## src/rtl/sweep_stim_gen.sv

```systemverilog
// sweep_stim_gen: stepped-sweep stimulus source with a valid/ready handshake.
// Emits START_VAL, START_VAL+STEP, ... up to the last value <= LIMIT, with an
// optional DWELL idle gap after each accepted value.
// Optional build macro: SWEEP_STIM_REPEAT_EN (sweep restarts after each done pulse).
// All outputs are decoded from registered state only; no input-to-output paths.
module sweep_stim_gen #(
    parameter int WIDTH     = 8,
    parameter int START_VAL = 0,
    parameter int STEP      = 10,
    parameter int LIMIT     = 100,
    parameter int DWELL     = 0
) (
    input  logic             clk,
    input  logic             rst,
    input  logic             start,
    input  logic             ready,
    output logic [WIDTH-1:0] data_out,
    output logic             valid,
    output logic             busy,
    output logic             done,
    output logic [7:0]       count
);

    // Dwell counter only ever holds DWELL-1 down to 0.
    localparam int DW_W = (DWELL > 1) ? $clog2(DWELL) : 1;

    // One extra bit on the step/limit compare so the sweep can reach the
    // top code without the next value wrapping back below LIMIT.
    localparam logic [WIDTH:0]   STEP_X   = (WIDTH+1)'(STEP);
    localparam logic [WIDTH:0]   LIMIT_X  = (WIDTH+1)'(LIMIT);
    localparam logic [WIDTH-1:0] START_X  = WIDTH'(START_VAL);
    localparam logic [DW_W-1:0]  DWELL_LD = DW_W'((DWELL > 0) ? DWELL - 1 : 0);

    typedef enum logic [1:0] {
        S_IDLE = 2'd0,
        S_RUN  = 2'd1,
        S_GAP  = 2'd2,
        S_DONE = 2'd3
    } state_t;

    state_t            state_q, state_d;
    logic [WIDTH-1:0]  data_q,  data_d;
    logic [7:0]        count_q, count_d;
    logic [DW_W-1:0]   dwell_q, dwell_d;
    logic [WIDTH:0]    next_val;

    assign next_val = {1'b0, data_q} + STEP_X;

    // State and datapath registers with synchronous reset.
    always_ff @(posedge clk) begin
        if (rst) begin
            state_q <= S_IDLE;
            data_q  <= START_X;
            count_q <= 8'd0;
            dwell_q <= '0;
        end else begin
            state_q <= state_d;
            data_q  <= data_d;
            count_q <= count_d;
            dwell_q <= dwell_d;
        end
    end

    // Next-state, next-data and output decode.
    always_comb begin
        state_d = state_q;
        data_d  = data_q;
        count_d = count_q;
        dwell_d = dwell_q;
        valid   = 1'b0;
        busy    = 1'b0;
        done    = 1'b0;

        case (state_q)
            S_IDLE: begin
                if (start) begin
                    state_d = S_RUN;
                    data_d  = START_X;
                    count_d = 8'd0;
                end
            end

            S_RUN: begin
                valid = 1'b1;
                busy  = 1'b1;
                if (ready) begin
                    count_d = (count_q == 8'hFF) ? count_q : count_q + 8'd1;
                    if (next_val > LIMIT_X) begin
                        // Hold the last transferred value through DONE.
                        state_d = S_DONE;
                    end else begin
                        data_d = next_val[WIDTH-1:0];
                        if (DWELL != 0) begin
                            state_d = S_GAP;
                            dwell_d = DWELL_LD;
                        end
                    end
                end
            end

            S_GAP: begin
                busy = 1'b1;
                if (dwell_q == '0) begin
                    state_d = S_RUN;
                end else begin
                    dwell_d = dwell_q - DW_W'(1);
                end
            end

            S_DONE: begin
                busy = 1'b1;
                done = 1'b1;
`ifdef SWEEP_STIM_REPEAT_EN
                state_d = S_RUN;
                data_d  = START_X;
                count_d = 8'd0;
`else
                state_d = S_IDLE;
`endif
            end

            default: begin
                state_d = S_IDLE;
            end
        endcase
    end

    assign data_out = data_q;
    assign count    = count_q;

endmodule

```

## config.mk

```make
export PLATFORM = sky130hd
export DESIGN_NAME = sweep_stim_gen
export DESIGN_NICKNAME = d
export VERILOG_FILES = /design/src/rtl/sweep_stim_gen.sv
export SDC_FILE = /design/constraint.sdc
export NUM_CORES = 1
export LEC_CHECK = 0
export ABC_AREA = 1
export CAP_MARGIN = 0
export CORE_MARGIN = 3
export CORE_UTILIZATION = 30
export DETAILED_ROUTE_END_ITERATION = 8
export PLACE_DENSITY = 0.62
export SYNTH_ARGS = -nofsm -noshare
export SYNTH_HDL_FRONTEND = slang
export SYNTH_SLANG_ARGS = --single-unit
```

## constraint.sdc

```tcl
create_clock -name clk -period 2.1 [get_ports clk]
set_input_delay 0.525 -clock clk [delete_from_list [all_inputs] [get_ports clk]]
set_output_delay 0.525 -clock clk [all_outputs]
set_load 0.1 [all_outputs]
```

== Yosys cells after proc, flatten, opt, wreduce, memory -nomap -nowiden ==
Index checks and enable logic that the tools add are counted.
Widths: inputs -> output; s select.
Storage, ports and cells
  register bits after elaboration: 19
  output and inout port bits: 19
  logic and storage cells: 40
Operators by class
  add/subtract/negate cells: 3
  order comparisons: 1
  equality and inequality tests: 10
  muxes and demuxes: 16
  reductions and logical operators: 6
Operators by type and width (number)
  $mux 8: 5
  $pmux 8 s2: 2
  $ne 2x2->1 const B: 6
  $reduce_and 4->1: 3
  $add 8x4->9 const B: 1
  $gt 9x7->1 const B: 1
  $add 8x1->8 const B: 1
  $eq 8x8->1 const B: 1
  $mux 2: 4
  $pmux 2 s4: 1
  $eq 2x2->1 const B: 2
  $mux 1: 4
  $reduce_or 3->1: 1
  $eq 2x1->1 const B: 1
  $logic_not 2->1: 1
  $reduce_bool 2->1: 1
  $sub 1x1->1 const B: 1

== Logic depth before layout (Yosys ltp) ==
  word-level depth: 5
  mapped depth: 11
  depth with buffers taken out: 11

== Worst setup path after synthesis ==
OpenSTA, ideal clock, no wires.
  path type: register -> register
  from: register count_q[0] (netlist: count[0])
  to: register count_q[7] (netlist: count[7])
  setup time: 116 ps
  arrival: 2171 ps
  path slack: -187 ps
  stages on the path, launching flop included: 10
  path buffers: 1
  period minus slack after synthesis: 2287 ps
  cells stage by stage: dfxtp_1 > ha_1 > nand2_1 > inv_1 > nand3_1 > o21ai_2 > buf_6 > nor2_1 > a21oi_1 > nor2_1
On the way
  word-level cells in the longest chain between the ends: 4
  elaborated cells on any way between the ends: 7
RTL lines
  from (decl): RTL line 43  | logic [7:0] count_q, count_d;
  from (signal assigned): RTL line 59  | count_q <= count_d;
  $add 8x1->8: RTL line 87  | count_d = (count_q == 8'hFF) ? count_q : count_q + 8'd1;
  $mux 8: RTL line 87
  $mux 8: RTL line 86  | if (ready) begin
  $pmux 8 s2: RTL line 74  | case (state_q)
Parallel ways exist; a longest one is shown, timed or not. The select of a mux whose other input is x is not followed.
A chain may end at the register's enable or synchronous reset.

== Final worst setup path ==
  from: register state_q[1]
  to: output port valid
On the way
  word-level cells in the longest chain between the ends: 2
RTL lines
  from (decl): RTL line 41  | state_t state_q, state_d;
  from (signal assigned): RTL line 57  | state_q <= state_d;
  $eq 2x1->1: RTL line 74
  $mux 1: RTL line 74
  to (decl): RTL line 18  | output logic valid,
Every way passes these cells.

==> flow_summary.yaml <==
outcome:
  outcome: "complete, no violations"
sta:
  setup_tns_ns: 0
  skew_ns: 0.00776
  hold_viol: 0
  slew_violations: 0
  fin_crit_sh: 0.848
  hold_ws_ns: 0.490
  max_freq_ghz: 0.562
  rsz0062_at_grt: "false"
  setup_viol: 0
  period_minus_slack_ns: 1.78
setup_path:
  worstSetupEndpointType: "output pin"
  worstReg2RegStart: "count[0]$_SDFFE_PP0P_"
  critPathRequiredTime_ns: 1.57
  crit_arrival_ns: 1.26
  r2r_end: "count[3]$_SDFFE_PP0P_"
  regToRegSetupSlack_ns: 0.36
  ff2ff_path_depth: 9
  path_class: "flop to output pin"
  start_kind: "flop"
  critPathMaxFanout: 11
synthesis:
  syn-num-nets: 173
  synth_warnings: 0
  ys_ff_latch: 17
  yosysSeqAreaShare: 0.323
  yosys-top-cells-area: "dfxtp_1, nand2_1, inv_1"
  synth_cell_types: 24
  syn_avg_cell_area_um2: 6.31
  yosysTopAreaCell: "dfxtp_1"
  netlist.area_leader.share: 0.323
  netlist_area_mm2: 0.00105
  synth_cells: 167
place:
  dp_hpwl_um: 1810
  gp_congestion: 0.808
  io_buffers: 21
pwr:
  cellPowerDensity_mw_per_mm2: 589
  vdd_drop_max_v: 0.000299
  leakagePower_nw: 0.682
drt:
  detail-route-antenna-nets: 0
  first_pass_iters: 4
  drtIter0Drc: 36
  remaining_drc_errors: 0
  avgViaCountPerCell: 4.44
  vias: 1052
  wl_um: 2370
  avgRoutedWirePerCell_um: 9.99
cells_and_area:
  num-fill-cells: 359
  drive_above_1_share: 0.223
  nets: 200
  diodes: 0
  syn_to_final_growth_pct: 34.6
clock_network:
  h-tree-depth: 1
  clock_path_buffers: 2
  cts_resized: 0
  insertion_delay_ns: 0.30
  numCtsBuffers: 3
  cts_sinks: 17
  root_buffer: "clkbuf_4"
  cts_setup_buffers: 0
  ctsHoldBuffers: 0
  cts_tree: "built"
  clk_pin_slew_worst_paths_ns: 0.10
floorplan:
  chipHeight_um: 65.3
  die_w_um: 65.3
  ios: 23
  core_mm2: 0.00320
  start_util: 0.329
  row_count: 20
  dieArea_mm2: 0.00426
grt:
  grt_overflow: 0
  groute.usage.overall: 0.124
  first_global_vias: 947
  antenna_found_initial: 0
  grt_max_degree: 13
  grt_pass1_wl_um: 4190
hold_path:
  holdPathStages: 2
  min_path_type: "flop to flop"
  holdCritStartpoint: "count[1]$_SDFFE_PP0P_"
  min_to: "count[1]$_SDFFE_PP0P_"
job:
  maxCapViolations: 0
worst max-delay path: stages, from the launching register on:
cell and delay [ns]:
dfxtp_1 0.37, inv_2 0.08, nand2_2 0.09, inv_2 0.21, buf_12 0.21
per-layer routing:
layer	wire [µm]	track usage
met5	0	0
met4	21	0.0544
met3	63	0.0222
met2	1030	0.187
met1	1260	0.172
worst max path at each step:
| stage | from | to | slack, ns | depth (start not counted) |
|---|---|---|---|---|
| floorplan | count[4]$_SDFFE_PP0P_ | count[7]$_SDFFE_PP0P_ | 0.03 | 8 |
| global placement | start | count[3]$_SDFFE_PP0P_ | 0.17 | 7 |
| detailed placement | start | count[0]$_SDFFE_PP0P_ | 0.13 | 7 |
| CTS | state_q[1]$_SDFFE_PP0P_ | valid | 0.30 | 4 |
| global route | count[0]$_SDFFE_PP0P_ | count[0]$_SDFFE_PP0P_ | 0.13 | 7 |
| finish | state_q[1]$_SDFFE_PP0P_ | valid | 0.32 | 4 |
sequential cells by signal, indices dropped and copies added (netlist names):
name      count
state_q       2
count         8
data_out      7
cells by family after synthesis:
| logic type | synth area share |
|---|---|
| flip-flops | 0.323 |
| buffers and inverters | 0.143 |
| AND/OR/NAND/NOR | 0.406 |
| adder cells (fa/ha/maj) | 0.0237 |
| other | 0.00356 |
| AO/OA/AOI/OAI | 0.0926 |
| XOR/XNOR | 0.00832 |
where the power goes:
part	internal, mW	switching [mW]
Sequential	0.338	0.0186
Clock	0.0740	0.113
Combinational	0.0804	0.210
cell usage in the layout, fill, tap and decap left out:
cell / synthesis / final
a211oi_1: 1 / 1
a21oi_1: 9 / 9
a21oi_2: 1 / 1
and3_1: 1 / 1
buf_12: 0 / 9
buf_4: 1 / 13
clkbuf_1: 0 / 1
clkbuf_4: 0 / 3
clkdlybuf4s50_1: 0 / 3
clkinv_1: 1 / 1
conb_1: 1 / 1
dfxtp_1: 17 / 13
dfxtp_2: 0 / 4
ha_1: 2 / 2
inv_1: 25 / 25
inv_2: 6 / 6
nand2_1: 48 / 48
nand2_2: 1 / 1
nand3_1: 13 / 13
nand3_2: 2 / 2
nand3b_1: 2 / 2
nand4_1: 8 / 8
nor2_1: 17 / 17
nor2_4: 1 / 1
nor3_1: 2 / 2
o21ai_1: 2 / 2
o21ai_2: 3 / 3
xor2_1: 1 / 1
through the flow:
| step | power, mW | setup WS [ns] | std cells | utilization | instance area (µm²) |
|---|---|---|---|---|---|
| floorplan | 0.585 | 0.0253 | 167 | - | 1060 |
| global placement | 0.654 | 0.171 | 233 | 0.434 | 1390 |
| detailed placement | 0.655 | 0.131 | 233 | 0.434 | 1390 |
| CTS | 0.842 | 0.299 | 237 | 0.443 | 1420 |
| global route | 0.882 | 0.135 | 237 | 0.443 | 1420 |
| finish | 0.835 | 0.319 | 237 | 0.443 | 1420 |
cell type report:
type | instances | area (µm²) | share of cell area
repair buffers | 25 | 308 | 0.217
well taps | 44 | 55.1 | 0.0388
flip-flops and latches | 17 | 345 | 0.244
clock buffers | 4 | 26.3 | 0.0185
multi-input cells | 115 | 563 | 0.397
inverters | 32 | 120 | 0.0847
cells in the mapped netlist:
| cell | instances |
|---|---|
| a21oi_2 | 1 |
| inv_2 | 6 |
| clkinv_1 | 1 |
| inv_1 | 25 |
| nor3_1 | 2 |
| nor2_1 | 17 |
| o21ai_1 | 2 |
| nor2_4 | 1 |
| dfxtp_1 | 17 |
| ha_1 | 2 |
| o21ai_2 | 3 |
| buf_4 | 1 |
| xor2_1 | 1 |
| nand3b_1 | 2 |
| nand2_1 | 48 |
| a21oi_1 | 9 |
| nand3_1 | 13 |
| nand3_2 | 2 |
| a211oi_1 | 1 |
| buf_6 | 2 |
| conb_1 | 1 |
| and3_1 | 1 |
| nand4_1 | 8 |
| nand2_2 | 1 |
Note: power is estimated with default switching activity, not from simulation.
